### src/rtl/riscv_fetch_pkg.sv
// Shared fetch definitions: widths, fetch FSM encoding, FIFO entry layout and the PC legality check.
package riscv_fetch_pkg;

   localparam int XLEN        = 32;
   localparam int INSTR_BYTES = 4;

   typedef enum logic [1:0] {
      ST_WAIT  = 2'd0,
      ST_FETCH = 2'd1,
      ST_DRAIN = 2'd2,
      ST_FAULT = 2'd3
   } fetch_state_e;

   typedef struct packed {
      logic [XLEN-1:0] pc;
      logic [XLEN-1:0] instr;
   } fetch_entry_t;

   localparam int ENTRY_W = 2 * XLEN;

   // A fetch is legal when the word is aligned and lies entirely inside memory.
   // The end address is formed one bit wider so a PC near 2^XLEN cannot wrap into range.
   function automatic logic pc_is_legal(input logic [XLEN-1:0] pc,
                                        input logic [XLEN:0]   mem_bytes);
      logic [XLEN:0] end_addr;
      end_addr = {1'b0, pc} + (XLEN+1)'(INSTR_BYTES);
      return (pc[1:0] == 2'b00) && (end_addr <= mem_bytes);
   endfunction

endpackage

### src/rtl/imem_fetch_ctrl_if.sv
// Bundle of the memory, decode-handshake, redirect and fault signals around the fetch controller.
interface imem_fetch_ctrl_if;
   import riscv_fetch_pkg::*;

   logic [XLEN-1:0] imem_pc;
   logic [XLEN-1:0] imem_instr;
   logic            redirect_valid;
   logic [XLEN-1:0] redirect_pc;
   logic            out_valid;
   logic            out_ready;
   logic [XLEN-1:0] out_pc;
   logic [XLEN-1:0] out_instr;
   logic            fetch_fault;
   logic [XLEN-1:0] fault_pc;

   // Fetch controller side.
   modport master (
      output imem_pc,
      input  imem_instr,
      input  redirect_valid,
      input  redirect_pc,
      output out_valid,
      input  out_ready,
      output out_pc,
      output out_instr,
      output fetch_fault,
      output fault_pc
   );

   // Environment side: memory, decode and branch unit.
   modport slave (
      input  imem_pc,
      output imem_instr,
      output redirect_valid,
      output redirect_pc,
      input  out_valid,
      output out_ready,
      input  out_pc,
      input  out_instr,
      input  fetch_fault,
      input  fault_pc
   );

endinterface

### src/rtl/fetch_fifo.sv
// Small synchronous FIFO of fetched {pc,instr} words with a single-cycle flush.
// Pointers carry one extra wrap bit so full and empty are distinguishable.
module fetch_fifo #(
   parameter int WIDTH = 64,
   parameter int DEPTH = 2
) (
   input  logic             clk,
   input  logic             reset,
   input  logic             flush,
   input  logic             push,
   input  logic [WIDTH-1:0] push_data,
   input  logic             pop,
   output logic [WIDTH-1:0] head_data,
   output logic             empty,
   output logic             full
);

   localparam int AW = $clog2(DEPTH);

   logic [AW:0]      wr_ptr_q, wr_ptr_d;
   logic [AW:0]      rd_ptr_q, rd_ptr_d;
   logic [WIDTH-1:0] entries_q [DEPTH];
   logic [WIDTH-1:0] entries_d [DEPTH];
   logic             push_ok;
   logic             pop_ok;

   assign empty   = (wr_ptr_q == rd_ptr_q);
   assign full    = (wr_ptr_q[AW] != rd_ptr_q[AW]) &&
                    (wr_ptr_q[AW-1:0] == rd_ptr_q[AW-1:0]);
   assign pop_ok  = pop && !empty;
   // A pop frees the head slot in the same cycle, so a full FIFO can still take a push.
   assign push_ok = push && (!full || pop_ok);
   assign head_data = empty ? '0 : entries_q[rd_ptr_q[AW-1:0]];

   // Advance pointers on push/pop; flush discards every entry at once.
   always_comb begin
      wr_ptr_d = wr_ptr_q;
      rd_ptr_d = rd_ptr_q;
      if (flush) begin
         wr_ptr_d = '0;
         rd_ptr_d = '0;
      end else begin
         if (push_ok) wr_ptr_d = wr_ptr_q + (AW+1)'(1);
         if (pop_ok)  rd_ptr_d = rd_ptr_q + (AW+1)'(1);
      end
   end

   // Write the pushed word into the tail slot.
   always_comb begin
      entries_d = entries_q;
      if (push_ok && !flush) entries_d[wr_ptr_q[AW-1:0]] = push_data;
   end

   // Pointer registers with synchronous active-low reset.
   always_ff @(posedge clk) begin
      if (!reset) begin
         wr_ptr_q <= '0;
         rd_ptr_q <= '0;
      end else begin
         wr_ptr_q <= wr_ptr_d;
         rd_ptr_q <= rd_ptr_d;
      end
   end

   // Entry storage needs no reset: the pointers decide what is visible.
   always_ff @(posedge clk) begin
      entries_q <= entries_d;
   end

endmodule

### src/rtl/imem_fetch_ctrl.sv
// Instruction fetch sequencer: owns the PC, reads the combinational instruction memory,
// buffers words for decode, follows redirects and stops with a sticky fault on a bad PC.
module imem_fetch_ctrl
   import riscv_fetch_pkg::*;
#(
   parameter logic [XLEN-1:0] RESET_PC   = '0,
   parameter int unsigned     IMEM_BYTES = 36,
   parameter int              BUF_DEPTH  = 2
) (
   input  logic               clk,
   input  logic               reset,
   imem_fetch_ctrl_if.master  bus
);

   fetch_state_e    state_q, state_d;
   logic [XLEN-1:0] pc_q, pc_d;
   logic [XLEN-1:0] fault_pc_q, fault_pc_d;

   logic            pc_legal;
   logic            redirect_take;
   logic            out_valid;
   logic            fetch_fault;
   logic            fifo_pop;
   logic            fifo_push;
   logic            fifo_empty;
   logic            fifo_full;
   logic            fetch_go;
   fetch_entry_t    push_entry;
   fetch_entry_t    head_entry;

   assign pc_legal      = pc_is_legal(pc_q, (XLEN+1)'(IMEM_BYTES));
   // The one-cycle settle window after reset release ignores redirects.
   assign redirect_take = bus.redirect_valid && (state_q != ST_WAIT);
   assign fifo_pop      = out_valid && bus.out_ready;
   assign fetch_go      = (state_q == ST_FETCH) && !redirect_take && pc_legal &&
                          (!fifo_full || fifo_pop);
   assign fifo_push     = fetch_go;
   assign push_entry    = '{pc: pc_q, instr: bus.imem_instr};

   fetch_fifo #(
      .WIDTH (ENTRY_W),
      .DEPTH (BUF_DEPTH)
   ) u_fifo (
      .clk       (clk),
      .reset     (reset),
      .flush     (redirect_take),
      .push      (fifo_push),
      .push_data (push_entry),
      .pop       (fifo_pop),
      .head_data (head_entry),
      .empty     (fifo_empty),
      .full      (fifo_full)
   );

   // FSM state register; reset wins over any redirect.
   always_ff @(posedge clk) begin
      if (!reset) state_q <= ST_WAIT;
      else        state_q <= state_d;
   end

   // Next-state logic: a redirect restarts fetching from any state except WAIT.
   always_comb begin
      state_d = state_q;
      unique case (state_q)
         ST_WAIT:  state_d = ST_FETCH;
         ST_FETCH: begin
            if (redirect_take)  state_d = ST_FETCH;
            else if (!pc_legal) state_d = ST_DRAIN;
         end
         ST_DRAIN: begin
            if (redirect_take)   state_d = ST_FETCH;
            else if (fifo_empty) state_d = ST_FAULT;
         end
         ST_FAULT: begin
            if (redirect_take) state_d = ST_FETCH;
         end
         default:  state_d = ST_WAIT;
      endcase
   end

   // FSM outputs: decode sees words only outside FAULT; the fault flag is the FAULT state itself.
   always_comb begin
      out_valid   = !fifo_empty && (state_q != ST_FAULT);
      fetch_fault = (state_q == ST_FAULT);
   end

   // PC and fault address: redirect loads the target, a successful fetch steps one word,
   // and the first illegal PC seen in FETCH is captured for reporting.
   always_comb begin
      pc_d       = pc_q;
      fault_pc_d = fault_pc_q;
      if (redirect_take) begin
         pc_d = bus.redirect_pc;
      end else if (fetch_go) begin
         pc_d = pc_q + XLEN'(INSTR_BYTES);
      end else if ((state_q == ST_FETCH) && !pc_legal) begin
         fault_pc_d = pc_q;
      end
   end

   // PC and fault address registers.
   always_ff @(posedge clk) begin
      if (!reset) begin
         pc_q       <= RESET_PC;
         fault_pc_q <= '0;
      end else begin
         pc_q       <= pc_d;
         fault_pc_q <= fault_pc_d;
      end
   end

   assign bus.imem_pc     = pc_q;
   assign bus.out_valid   = out_valid;
   assign bus.out_pc      = head_entry.pc;
   assign bus.out_instr   = head_entry.instr;
   assign bus.fetch_fault = fetch_fault;
   assign bus.fault_pc    = fault_pc_q;

endmodule

### src/flat_wrapper.sv
// flat-port wrapper written by rule: the top's interface ports become plain ports
module imem_fetch_ctrl_flat import riscv_fetch_pkg::*;
#(
   parameter logic [XLEN-1:0] RESET_PC   = '0,
   parameter int unsigned     IMEM_BYTES = 36,
   parameter int              BUF_DEPTH  = 2
)
  (clk, reset, bus_imem_pc, bus_imem_instr, bus_redirect_valid, bus_redirect_pc, bus_out_valid, bus_out_ready, bus_out_pc, bus_out_instr, bus_fetch_fault, bus_fault_pc);
  imem_fetch_ctrl_if bus_i ();
  input  logic clk;
  input  logic reset;
  output wire logic [$bits(bus_i.imem_pc)-1:0] bus_imem_pc;
  input wire logic [$bits(bus_i.imem_instr)-1:0] bus_imem_instr;
  input wire logic [$bits(bus_i.redirect_valid)-1:0] bus_redirect_valid;
  input wire logic [$bits(bus_i.redirect_pc)-1:0] bus_redirect_pc;
  output wire logic [$bits(bus_i.out_valid)-1:0] bus_out_valid;
  input wire logic [$bits(bus_i.out_ready)-1:0] bus_out_ready;
  output wire logic [$bits(bus_i.out_pc)-1:0] bus_out_pc;
  output wire logic [$bits(bus_i.out_instr)-1:0] bus_out_instr;
  output wire logic [$bits(bus_i.fetch_fault)-1:0] bus_fetch_fault;
  output wire logic [$bits(bus_i.fault_pc)-1:0] bus_fault_pc;
  assign bus_imem_pc = bus_i.imem_pc;
  assign bus_i.imem_instr = bus_imem_instr;
  assign bus_i.redirect_valid = bus_redirect_valid;
  assign bus_i.redirect_pc = bus_redirect_pc;
  assign bus_out_valid = bus_i.out_valid;
  assign bus_i.out_ready = bus_out_ready;
  assign bus_out_pc = bus_i.out_pc;
  assign bus_out_instr = bus_i.out_instr;
  assign bus_fetch_fault = bus_i.fetch_fault;
  assign bus_fault_pc = bus_i.fault_pc;
  imem_fetch_ctrl #(.RESET_PC(RESET_PC), .IMEM_BYTES(IMEM_BYTES), .BUF_DEPTH(BUF_DEPTH)) u_core (.clk(clk), .reset(reset), .bus(bus_i));
endmodule
### config.mk
export PLATFORM = sky130hd
export DESIGN_NAME = imem_fetch_ctrl_flat
export DESIGN_NICKNAME = d
export VERILOG_FILES = /design/src/rtl/riscv_fetch_pkg.sv /design/src/rtl/imem_fetch_ctrl_if.sv /design/src/rtl/fetch_fifo.sv /design/src/rtl/imem_fetch_ctrl.sv /design/src/flat_wrapper.sv
export SDC_FILE = /design/constraint.sdc
export NUM_CORES = 1
export LEC_CHECK = 0
export BUFFER_PORTS_ARGS = -buffer_cell sky130_fd_sc_hd__buf_4
export CORE_ASPECT_RATIO = 1.4
export CORE_UTILIZATION = 23
export CTS_CLUSTER_DIAMETER = 100
export CTS_CLUSTER_SIZE = 8
export DETAILED_ROUTE_END_ITERATION = 6
export GPL_TIMING_DRIVEN = 0
export SYNTH_ARGS = -nofsm -noshare
export SYNTH_HDL_FRONTEND = slang
export SYNTH_SLANG_ARGS = --single-unit
### constraint.sdc
create_clock -name clk -period 6.37 [get_ports clk]
set_clock_uncertainty 0.15 [all_clocks]
set_input_delay 1.274 -clock clk [delete_from_list [all_inputs] [get_ports clk]]
set_output_delay 1.274 -clock clk [all_outputs]
set_load 0.03 [all_outputs]
==> results.py, run 1 <==
metrics = {
    "floorplan": {
        "core_um2": 36700,
        "initial_core_util": 0.233,
        "io_pins": 198,
        "rows": 83,
        "die_w_um": 165,
        "die_h_um": 230,
        "die-area_um2": 37900,
    },
    "timing": {
        "finalCriticalPeriod_ns": 4.32,
        "rsz0062_at_grt": "false",
        "drv_slew": 0,
        "finalHoldViolations": 0,
        "holdWs_ns": 0.308,
        "post-route-period-util": 0.678,
        "setup_tns_ns": 0,
        "setup_viol": 0,
        "worst_slew_pin_slew_ns": 0.934,
        "clock.fmax_mhz": 231,
        "slew_headroom": 0.377,
    },
    "clocking": {
        "clkTransAtPathRegs_ns": 0.08,
        "holdBufCountCts": 0,
        "clk_latency_ns": 0.46,
        "cts_sinks": 198,
        "root_buffer": "clkbuf_16",
        "numCtsBuffers": 17,
        "h-tree-depth": 4,
        "ctsResizeCount": 0,
        "cts.path.max_buffers": 2,
        "postCtsSetupRepairBufs": 0,
        "cts_tree": "yes",
    },
    "critical_path": {
        "cp.required_ns": 4.95,
        "r2r_start": "u_core.bus.imem_pc[2]$_SDFFE_PN0N_",
        "critPathKind": "flip-flop to output port",
        "reg2reg_depth": 9,
        "crit_arrival_ns": 2.90,
        "cp_max_fo": 10,
        "critPathLaunchType": "flip-flop",
        "r2r_slack_ns": 2.17,
        "r2r-end": "u_core.u_fifo.entries_q[8]$_DFFE_PP_",
        "endpoint_kind": "output port",
    },
    "final_layout": {
        "drive_above_1_share": 0.265,
        "antennaDiodeCount": 0,
        "fin_nets": 1028,
        "fillerInstances": 3746,
        "area_delta_synth_final_pct": 32.0,
    },
    "grt": {
        "grt_max_degree": 25,
        "grt_pass1_vias": 6146,
        "overflow": 0,
        "antenna_found_initial": 0,
        "grt_use_total": 0.132,
        "grt_pass1_wl_um": 36500,
    },
    "routing": {
        "totalWireLength_um": 24600,
        "via_count": 6329,
        "ant_nets": 0,
        "drtIter0Drc": 302,
        "routed_via_density": 4.41,
        "firstDrtPassIters": 5,
        "drc": 0,
        "wire_per_inst_um": 17.2,
    },
    "worst_hold_path": {
        "hold-path-cell-count": 2,
        "hp-class": "flip-flop to flip-flop",
        "min_from": "u_core.bus.fault_pc[4]$_SDFFE_PN0P_",
        "whs_endpoint": "u_core.bus.fault_pc[4]$_SDFFE_PN0P_",
    },
    "flow_run": {
        "cap_violations": 0,
    },
    "power": {
        "fin_total_pwr_mw": 3.84,
        "p_per_area_nw_per_um2": 341,
        "p_leak_nw": 4.05,
        "ir_drop_uv": 158,
    },
    "synth": {
        "async_flop_share": 0,
        "ys_seq_elements": 198,
        "ys.flop_type": "edfxtp_1",
        "synth_edf_count": 128,
        "syn_avg_cell_area_um2": 11.6,
        "syn_nets": 808,
        "synth_cell_types": 59,
        "yosysWarnings": 0,
        "seq_area_frac_synth": 0.615,
        "synth_area_um2": 8530,
        "syn_inst": 734,
    },
    "run_status": {
        "status": "finished, final reports clean",
    },
    "placed_design": {
        "place.gp.congestion": 0.913,
        "io_buffers": 197,
        "dpl.hpwl_um": 18800,
    },
}
cell type report:
type / count / area [um2] / share of cell area
timing repair buffer: 201 / 1570 / 0.139
clock inverter: 15 / 141 / 0.0126
tap: 467 / 584 / 0.0519
sequential: 198 / 5250 / 0.466
clock buffer: 17 / 425 / 0.0378
inverter: 9 / 33.8 / 0.00300
multi-input combinational: 483 / 3070 / 0.273
buffer: 44 / 198 / 0.0175
logic make-up (layout without fill, tap and decap cells):
logic type,count (synthesis),count (layout),synth area share
and+or+nand+nor,285,285,0.149
DFF,198,198,0.615
muxes,99,99,0.116
AOI/OAI and AO/OA,81,81,0.0717
buffers and inverters,53,286,0.0271
xor gates and xnor gates,12,12,0.0123
adders and majority gates,6,6,0.00880
Yosys cell counts, drive strengths merged, types with 9 or more instances:
cell type	number	share of area
nand2	132	0.058
mux2i	99	0.12
a21boi	27	0.024
nand3	19	0.011
o21ai	10	0.0059
buf	14	0.010
nor3	10	0.0072
inv	9	0.0040
dfxtp	70	0.16
clkbuf	30	0.013
nor2	80	0.035
edfxtp	128	0.45
flip-flops by register name, indices dropped and copies added, names as in the netlist:
name                     cells
u_core.u_fifo.entries_q    128
u_core.bus.fault_pc         32
u_core.bus.imem_pc          32
u_core.state_q               2
u_core.u_fifo.rd_ptr_q       2
u_core.u_fifo.wr_ptr_q       2
power by group:
part	leakage (nW)	internal, mW	switching [mW]	total (mW)
sequential	1.74	1.50	0.129	1.63
clock	0.266	0.518	0.528	1.05
combinational	2.05	0.437	0.728	1.16
layout by cell type (no fill, tap or decap), drive strengths merged, types with 2 or more instances in the layout:
master and n:
buf 215, nand2 132, edfxtp 128, mux2i 99, nor2 80, dfxtp 70
clkbuf 47, a21boi 27, nand3 19, inv 17, o21ai 10, nor3 10
and3 8, a211oi 8, nand4 8, xor2 6, xnor2 6, ha 6
and4 5, o22ai 5, a21oi 5, o31ai 4, nor4 4, nor2b 4
clkinvlp 4, and2 3, a311oi 3, a31oi 3, a31o 3, clkinv 3
or2 2, nor4b 2, a32oi 2, a2111oi 2, or4 2
through the flow:
stage	setup slack, ns	instance area, um2	std cells	util
finish	2.05	11300	1434	0.307
global route	1.79	11300	1434	0.307
CTS	1.90	11300	1434	0.307
detailed placement	2.19	10700	1402	0.292
global placement	-1.45	10600	1398	0.289
floorplan	0.698	8530	734	-
how the worst max path moves through the flow:
stage                                            from                               endpoint  slack, ns  cells past startpoint
2_1_floorplan      u_core.bus.imem_pc[2]$_SDFFE_PN0N_   u_core.u_fifo.entries_q[0]$_DFFE_PP_       0.70                      8
3_3_place_gp       u_core.bus.imem_pc[2]$_SDFFE_PN0N_  u_core.u_fifo.entries_q[24]$_DFFE_PP_      -1.45                      8
3_5_place_dp       u_core.bus.imem_pc[2]$_SDFFE_PN0N_  u_core.u_fifo.entries_q[90]$_DFFE_PP_       2.19                      9
4_1_cts        u_core.u_fifo.rd_ptr_q[0]$_SDFFE_PP0P_                      bus_out_instr[24]       1.90                      6
5_1_grt        u_core.u_fifo.rd_ptr_q[0]$_SDFFE_PP0P_                      bus_out_instr[24]       1.79                      7
6_report       u_core.u_fifo.rd_ptr_q[0]$_SDFFE_PP0P_                      bus_out_instr[24]       2.05                      6
per-layer routing:
layer  global-route usage  wire, um
met3               0.0330      1140
met5                    0         0
met2                0.236     13000
met1                0.142      9540
met4               0.0662       957
worst max-delay path, stage by stage, from the launching register on:
cell and delay, ns:
dfxtp_1 0.31, clkbuf_1 0.25, clkbuf_1 0.56, buf_1 0.76, mux2i_1 0.27, nor2_1 0.08
buf_4 0.21
No activity file was read; power rests on OpenSTA's default activity.
==> run 2: changes to the inputs <==
clock period = 3.55 ns   (was 6.37 ns; I/O delays follow)
==> results.py, run 2 (synthesized netlist as in run 1, its figures left out) <==
metrics = {
    "routing": {
        "ant_nets": 0,
        "routed_via_density": 4.45,
        "firstDrtPassIters": 4,
        "drtIter0Drc": 326,
        "drc": 0,
        "routed-wl-met2_um": 13700,
        "totalWireLength_um": 25200,
        "wire_per_inst_um": 17.5,
        "via_count": 6397,
        "wl_met3_um": 1100,
        "drt-met1-wl_um": 9790,
        "top_layer_used": "met4",
    },
    "critical_path": {
        "critPathLaunchType": "flip-flop",
        "cp.buffers_inverters": 3,
        "endpoint_kind": "flip-flop",
        "crit_arrival_ns": 3.40,
        "cp_top_family": "simple AND/OR/NAND/NOR gates",
        "path_cells": "buf_4 -> and3_2 -> and4_1 -> buf_2 -> a211oi_1 -> o21ai_0 -> nor3_4 -> nand3_4 -> nor2_4 -> buf_12",
        "cp.required_ns": 3.55,
        "cp_slowest_cell": "a211oi_1",
        "cp_max_fo": 22,
        "critPathKind": "flip-flop to flip-flop",
        "critPathMaxStageDelay_ns": 0.45,
    },
    "final_layout": {
        "final_cell_mix": "199 x buf_4, 132 x nand2_1, 128 x edfxtp_1",
        "final_area_um2": 11500,
        "antennaDiodeCount": 0,
        "top_register": "u_core.u_fifo.entries_q",
        "final_util": 0.314,
        "final_common_cell": "buf_4",
        "drive_above_1_share": 0.299,
        "area_delta_synth_final_pct": 34.9,
        "fin_nets": 1033,
        "largest_reg_flops": 128,
    },
    "clocking": {
        "clkTransAtPathRegs_ns": 0.07,
        "clk_latency_ns": 0.45,
        "holdBufCountCts": 0,
        "cts_tree": "yes",
        "root_buffer": "clkbuf_16",
        "numCtsBuffers": 17,
        "cts_sinks": 198,
        "cts.path.max_buffers": 2,
        "h-tree-depth": 4,
    },
    "floorplan": {
        "rows": 83,
        "initial_core_util": 0.233,
        "io_pins": 198,
        "core_um2": 36700,
        "die-area_um2": 37900,
        "die_h_um": 230,
        "die_w_um": 165,
    },
    "grt": {
        "grt_use_total": 0.134,
        "grt_max_degree": 23,
        "grt_pass1_wl_um": 37100,
        "overflow": 0,
        "grt_pass1_vias": 6399,
        "antenna_found_initial": 0,
    },
    "power": {
        "pwr-share-comb": 0.303,
        "p_leak_nw": 4.15,
        "fin_total_pwr_mw": 7.12,
        "p_int_mw": 4.66,
        "power_switching_mw": 2.46,
        "clockPowerShare": 0.283,
        "ir_drop_uv": 316,
        "pwr-share-seq": 0.415,
        "swShare": 0.345,
        "p_per_area_nw_per_um2": 618,
    },
    "timing": {
        "setup_tns_ns": 0,
        "holdWs_ns": 0.297,
        "slew_headroom": 0.481,
        "rsz0062_at_grt": "false",
        "drv_slew": 0,
        "finalCriticalPeriod_ns": 3.41,
        "worst_slew_pin_slew_ns": 0.778,
        "setup_viol": 0,
        "post-route-period-util": 0.960,
        "finalHoldViolations": 0,
        "clock.fmax_mhz": 293,
    },
    "placed_design": {
        "dpl.hpwl_um": 18700,
        "place.gp.congestion": 0.907,
        "placed_area_um2": 10800,
        "io_buffers": 197,
    },
    "worst_hold_path": {
        "hp-class": "input port to flip-flop",
    },
    "run_status": {
        "status": "finished, final reports clean",
    },
    "flow_run": {
        "cap_violations": 0,
    },
}
==> run 2: cell types whose count changed in the layout (fill, tap and decap cells not counted), sizes merged <==
cell / change
inv: -3
bufinv: +2
buf: +3
clkbuf: +3
nor2: +2
clkinvlp: -3
clkdlybuf4s15: +1
==> run 2: worst register-to-register path, delay by kind of cell, from the launching register on <==
| kind | cells | cell delay, ns |
|---|---|---|
| and+or+nand+nor | 5 | 1.31 |
| DFF | 1 | 0.36 |
| buffers and inverters | 3 | 0.55 |
| AOI/OAI and AO/OA | 2 | 0.71 |
==> run 2: per-stage QoR <==
step,std cells,setup slack (ns)
floorplan,734,-0.165
global placement,1398,-1.09
detailed placement,1402,-0.383
CTS,1438,0.00790
global route,1439,0.00762
finish,1439,0.142
==> run 2: repair_timing <==
action | CTS | global route
setup endpoints to repair | 178 | 131
setup buffers | 2 | 1
gates cloned | 2 | 0
resized for setup | 11 | 5
pin swaps | 2 | 2
==> run 2: final timing paths <==
path / startpoint / end / slack (ns) / depth (start not counted)
worst max-delay path: u_core.bus.imem_pc[5]$_SDFFE_PN0N_ / u_core.u_fifo.entries_q[4]$_DFFE_PP_ / 0.14 / 10
worst min register to register: u_core.bus.fault_pc[26]$_SDFFE_PN0P_ / u_core.bus.fault_pc[26]$_SDFFE_PN0P_ / 0.31 / 2
worst max register to register: u_core.bus.imem_pc[5]$_SDFFE_PN0N_ / u_core.u_fifo.entries_q[4]$_DFFE_PP_ / 0.14 / 10
worst min-delay path: bus_imem_instr[20] / u_core.u_fifo.entries_q[84]$_DFFE_PP_ / 0.30 / 1
==> run 2: per-layer routing <==
layer / track usage / vias to the layer above
met5: 0 / -
met4: 0.0605 / 0
met3: 0.0290 / 34
met2: 0.248 / 184
met1: 0.141 / 3090
li1: - / 3089
==> run 2: power groups by stage <==
stage	sequential [mW]	clock (mW)	combinational, mW
after detailed placement	3.01	0	2.13
after floorplan	3.10	0	1.22
final	2.95	2.01	2.15
after global placement	3.00	0	2.08
after CTS	2.96	2.08	2.16
after global routing	2.98	2.16	2.32
==> run 2: final cells by class <==
class,instances,area [um2]
Multi-Input combinational cell,485,3160
Timing Repair Buffer,204,1620
Tap cell,467,584
Buffer,44,224
Clock inverter,11,134
Sequential cell,198,5280
Clock buffer,21,482
Fill cell,3746,25100
Inverter,9,33.8
==> run 3: changes to the inputs <==
--- a/config.mk
+++ b/config.mk
@@ -13,4 +13,5 @@
 export DETAILED_ROUTE_END_ITERATION = 6
 export GPL_TIMING_DRIVEN = 0
+export RECOVER_POWER = 100
 export SYNTH_ARGS = -nofsm -noshare
 export SYNTH_HDL_FRONTEND = slang
--- a/constraint.sdc
+++ b/constraint.sdc
@@ -3,3 +3,3 @@
 set_input_delay 0.71 -clock clk [delete_from_list [all_inputs] [get_ports clk]]
 set_output_delay 0.71 -clock clk [all_outputs]
-set_load 0.03 [all_outputs]
+set_load 0.02 [all_outputs]
==> results.py, run 3 (synthesized netlist as in run 1, its figures left out) <==
metrics = {
    "final_layout": {
        "top_register": "u_core.u_fifo.entries_q",
        "antennaDiodeCount": 0,
        "stdcell_count": 1440,
        "final_util": 0.298,
        "final_cell_mix": "143 x clkbuf_1, 132 x nand2_1, 128 x edfxtp_1",
        "largest_reg_flops": 128,
        "fin_nets": 1034,
        "final_area_um2": 10900,
        "drive_above_1_share": 0.175,
        "area_delta_synth_final_pct": 28.0,
        "final_common_cell": "clkbuf_1",
    },
    "floorplan": {
        "rows": 83,
        "initial_core_util": 0.233,
        "die_h_um": 230,
        "die_w_um": 165,
        "die-area_um2": 37900,
        "core_um2": 36700,
        "io_pins": 198,
    },
    "critical_path": {
        "endpoint_kind": "flip-flop",
        "r2r_slack_ns": 0.17,
        "critPathKind": "flip-flop to flip-flop",
        "r2r_start": "u_core.bus.imem_pc[8]$_SDFFE_PN0N_",
        "cp_slowest_cell": "dfxtp_1",
        "critPathMaxStageDelay_ns": 0.51,
        "crit_arrival_ns": 3.34,
        "path_depth": 8,
        "reg2reg_depth": 8,
        "cp.buffers_inverters": 1,
        "critPathCapture": "u_core.u_fifo.entries_q[76]$_DFFE_PP_",
        "path_cells": "and3_1 -> nand4_1 -> a2111oi_4 -> a2bb2o_4 -> a211oi_4 -> nand3_4 -> nor2_4 -> clkbuf_2",
        "cp_max_fo": 10,
        "r2r-end": "u_core.u_fifo.entries_q[76]$_DFFE_PP_",
        "startpoint": "u_core.bus.imem_pc[8]$_SDFFE_PN0N_",
        "critPathLaunchType": "flip-flop",
        "cp_top_family": "simple AND/OR/NAND/NOR gates",
        "cp.required_ns": 3.51,
    },
    "routing": {
        "drtIter0Drc": 242,
        "via_count": 6365,
        "drc": 0,
        "routed_via_density": 4.42,
        "totalWireLength_um": 25000,
        "wire_per_inst_um": 17.4,
        "firstDrtPassIters": 5,
        "ant_nets": 0,
    },
    "timing": {
        "drv_slew": 0,
        "rsz0062_at_grt": "false",
        "finalCriticalPeriod_ns": 3.38,
        "worst_slew_pin_slew_ns": 0.813,
        "post-route-period-util": 0.953,
        "setup_viol": 0,
        "slew_headroom": 0.458,
        "finalHoldViolations": 0,
        "clock.fmax_mhz": 295,
    },
    "power": {
        "p_leak_nw": 3.62,
        "p_int_mw": 4.33,
        "pwr-share-seq": 0.441,
        "clockPowerShare": 0.277,
        "power_switching_mw": 2.33,
        "swShare": 0.350,
        "p_per_area_nw_per_um2": 610,
        "pwr-share-comb": 0.282,
        "fin_total_pwr_mw": 6.66,
        "ir_drop_uv": 304,
    },
    "clocking": {
        "cts.path.max_buffers": 2,
        "cts_sinks": 198,
        "numCtsBuffers": 17,
        "clkTransAtPathRegs_ns": 0.07,
        "clk_latency_ns": 0.46,
        "cts_tree": "yes",
        "h-tree-depth": 4,
        "root_buffer": "clkbuf_16",
    },
    "placed_design": {
        "dpl.hpwl_um": 18600,
        "place.gp.congestion": 0.890,
        "place_inst": 1402,
        "placed_area_um2": 10800,
        "io_buffers": 197,
    },
    "worst_hold_path": {
        "hp-class": "flip-flop to flip-flop",
    },
    "flow_run": {
        "cap_violations": 0,
    },
    "grt": {
        "overflow": 0,
        "grt_pass1_vias": 6341,
        "grt_max_degree": 25,
        "grt_use_total": 0.134,
        "grt_pass1_wl_um": 37100,
        "antenna_found_initial": 0,
    },
    "run_status": {
        "status": "finished, final reports clean",
    },
}
[run 3: worst min-delay path by stage]
| stage | start | end | slack, ns | depth (start not counted) |
|---|---|---|---|---|
| after floorplan | u_core.u_fifo.wr_ptr_q[1]$_SDFFE_PP0P_ | u_core.u_fifo.wr_ptr_q[1]$_SDFFE_PP0P_ | 0.32 | 2 |
| after global placement | u_core.bus.fault_pc[6]$_SDFFE_PN0P_ | u_core.bus.fault_pc[6]$_SDFFE_PN0P_ | 0.29 | 2 |
| after detailed placement | u_core.bus.fault_pc[18]$_SDFFE_PN0P_ | u_core.bus.fault_pc[18]$_SDFFE_PN0P_ | 0.30 | 2 |
| after CTS | bus_imem_instr[5] | u_core.u_fifo.entries_q[69]$_DFFE_PP_ | 0.26 | 1 |
| after global routing | bus_imem_instr[18] | u_core.u_fifo.entries_q[18]$_DFFE_PP_ | 0.29 | 1 |
| final | u_core.bus.fault_pc[4]$_SDFFE_PN0P_ | u_core.bus.fault_pc[4]$_SDFFE_PN0P_ | 0.31 | 2 |
[run 3: power by group through the flow]
stage,clock (mW),sequential [mW],combinational [mW]
after floorplan,0,3.02,1.16
after global placement,0,3.00,1.95
after detailed placement,0,3.00,1.99
after CTS,1.91,2.95,2.02
after global routing,1.99,2.97,2.04
final,1.84,2.94,1.88
[run 3: layer usage]
layer | wire, um | global-route usage
met1 | 9950 | 0.145
met3 | 1040 | 0.0272
met4 | 824 | 0.0657
met5 | 0 | 0
met2 | 13200 | 0.244
[run 3: per-stage QoR]
stage               setup slack, ns  TNS (ns)  hold slack, ns
floorplan                   -0.0965    -10.91           0.316
global placement              -1.01   -127.53           0.295
detailed placement           -0.414    -27.46           0.298
CTS                          0.0312         0           0.262
global route                0.00903         0           0.291
finish                        0.165         0           0.312
[run 3: area by class of cell]
| type | count | area (um2) |
|---|---|---|
| inverters | 9 | 33.8 |
| clock inverters | 13 | 91.3 |
| clock buffers | 19 | 454 |
| flip-flops and latches | 198 | 5260 |
| plain buffers | 44 | 233 |
| repair buffers | 205 | 1110 |
| fillers | 3852 | 25700 |
| multi-input cells | 485 | 3150 |
| well taps | 467 | 584 |
[run 3: worst min-delay path: cells and delay by family, from the launching register on]
family / cells / cell delay (ns)
and+or+nand+nor: 1 / 0.05
muxes: 1 / 0.06
DFF: 1 / 0.31
[run 3: what timing repair did]
action	4_1_cts	5_1_grt
hold buffers	0	0
pin swaps	2	2
resized for setup	12	1
buffers inserted	2	2
setup endpoints to repair	168	78
cloned	2	0
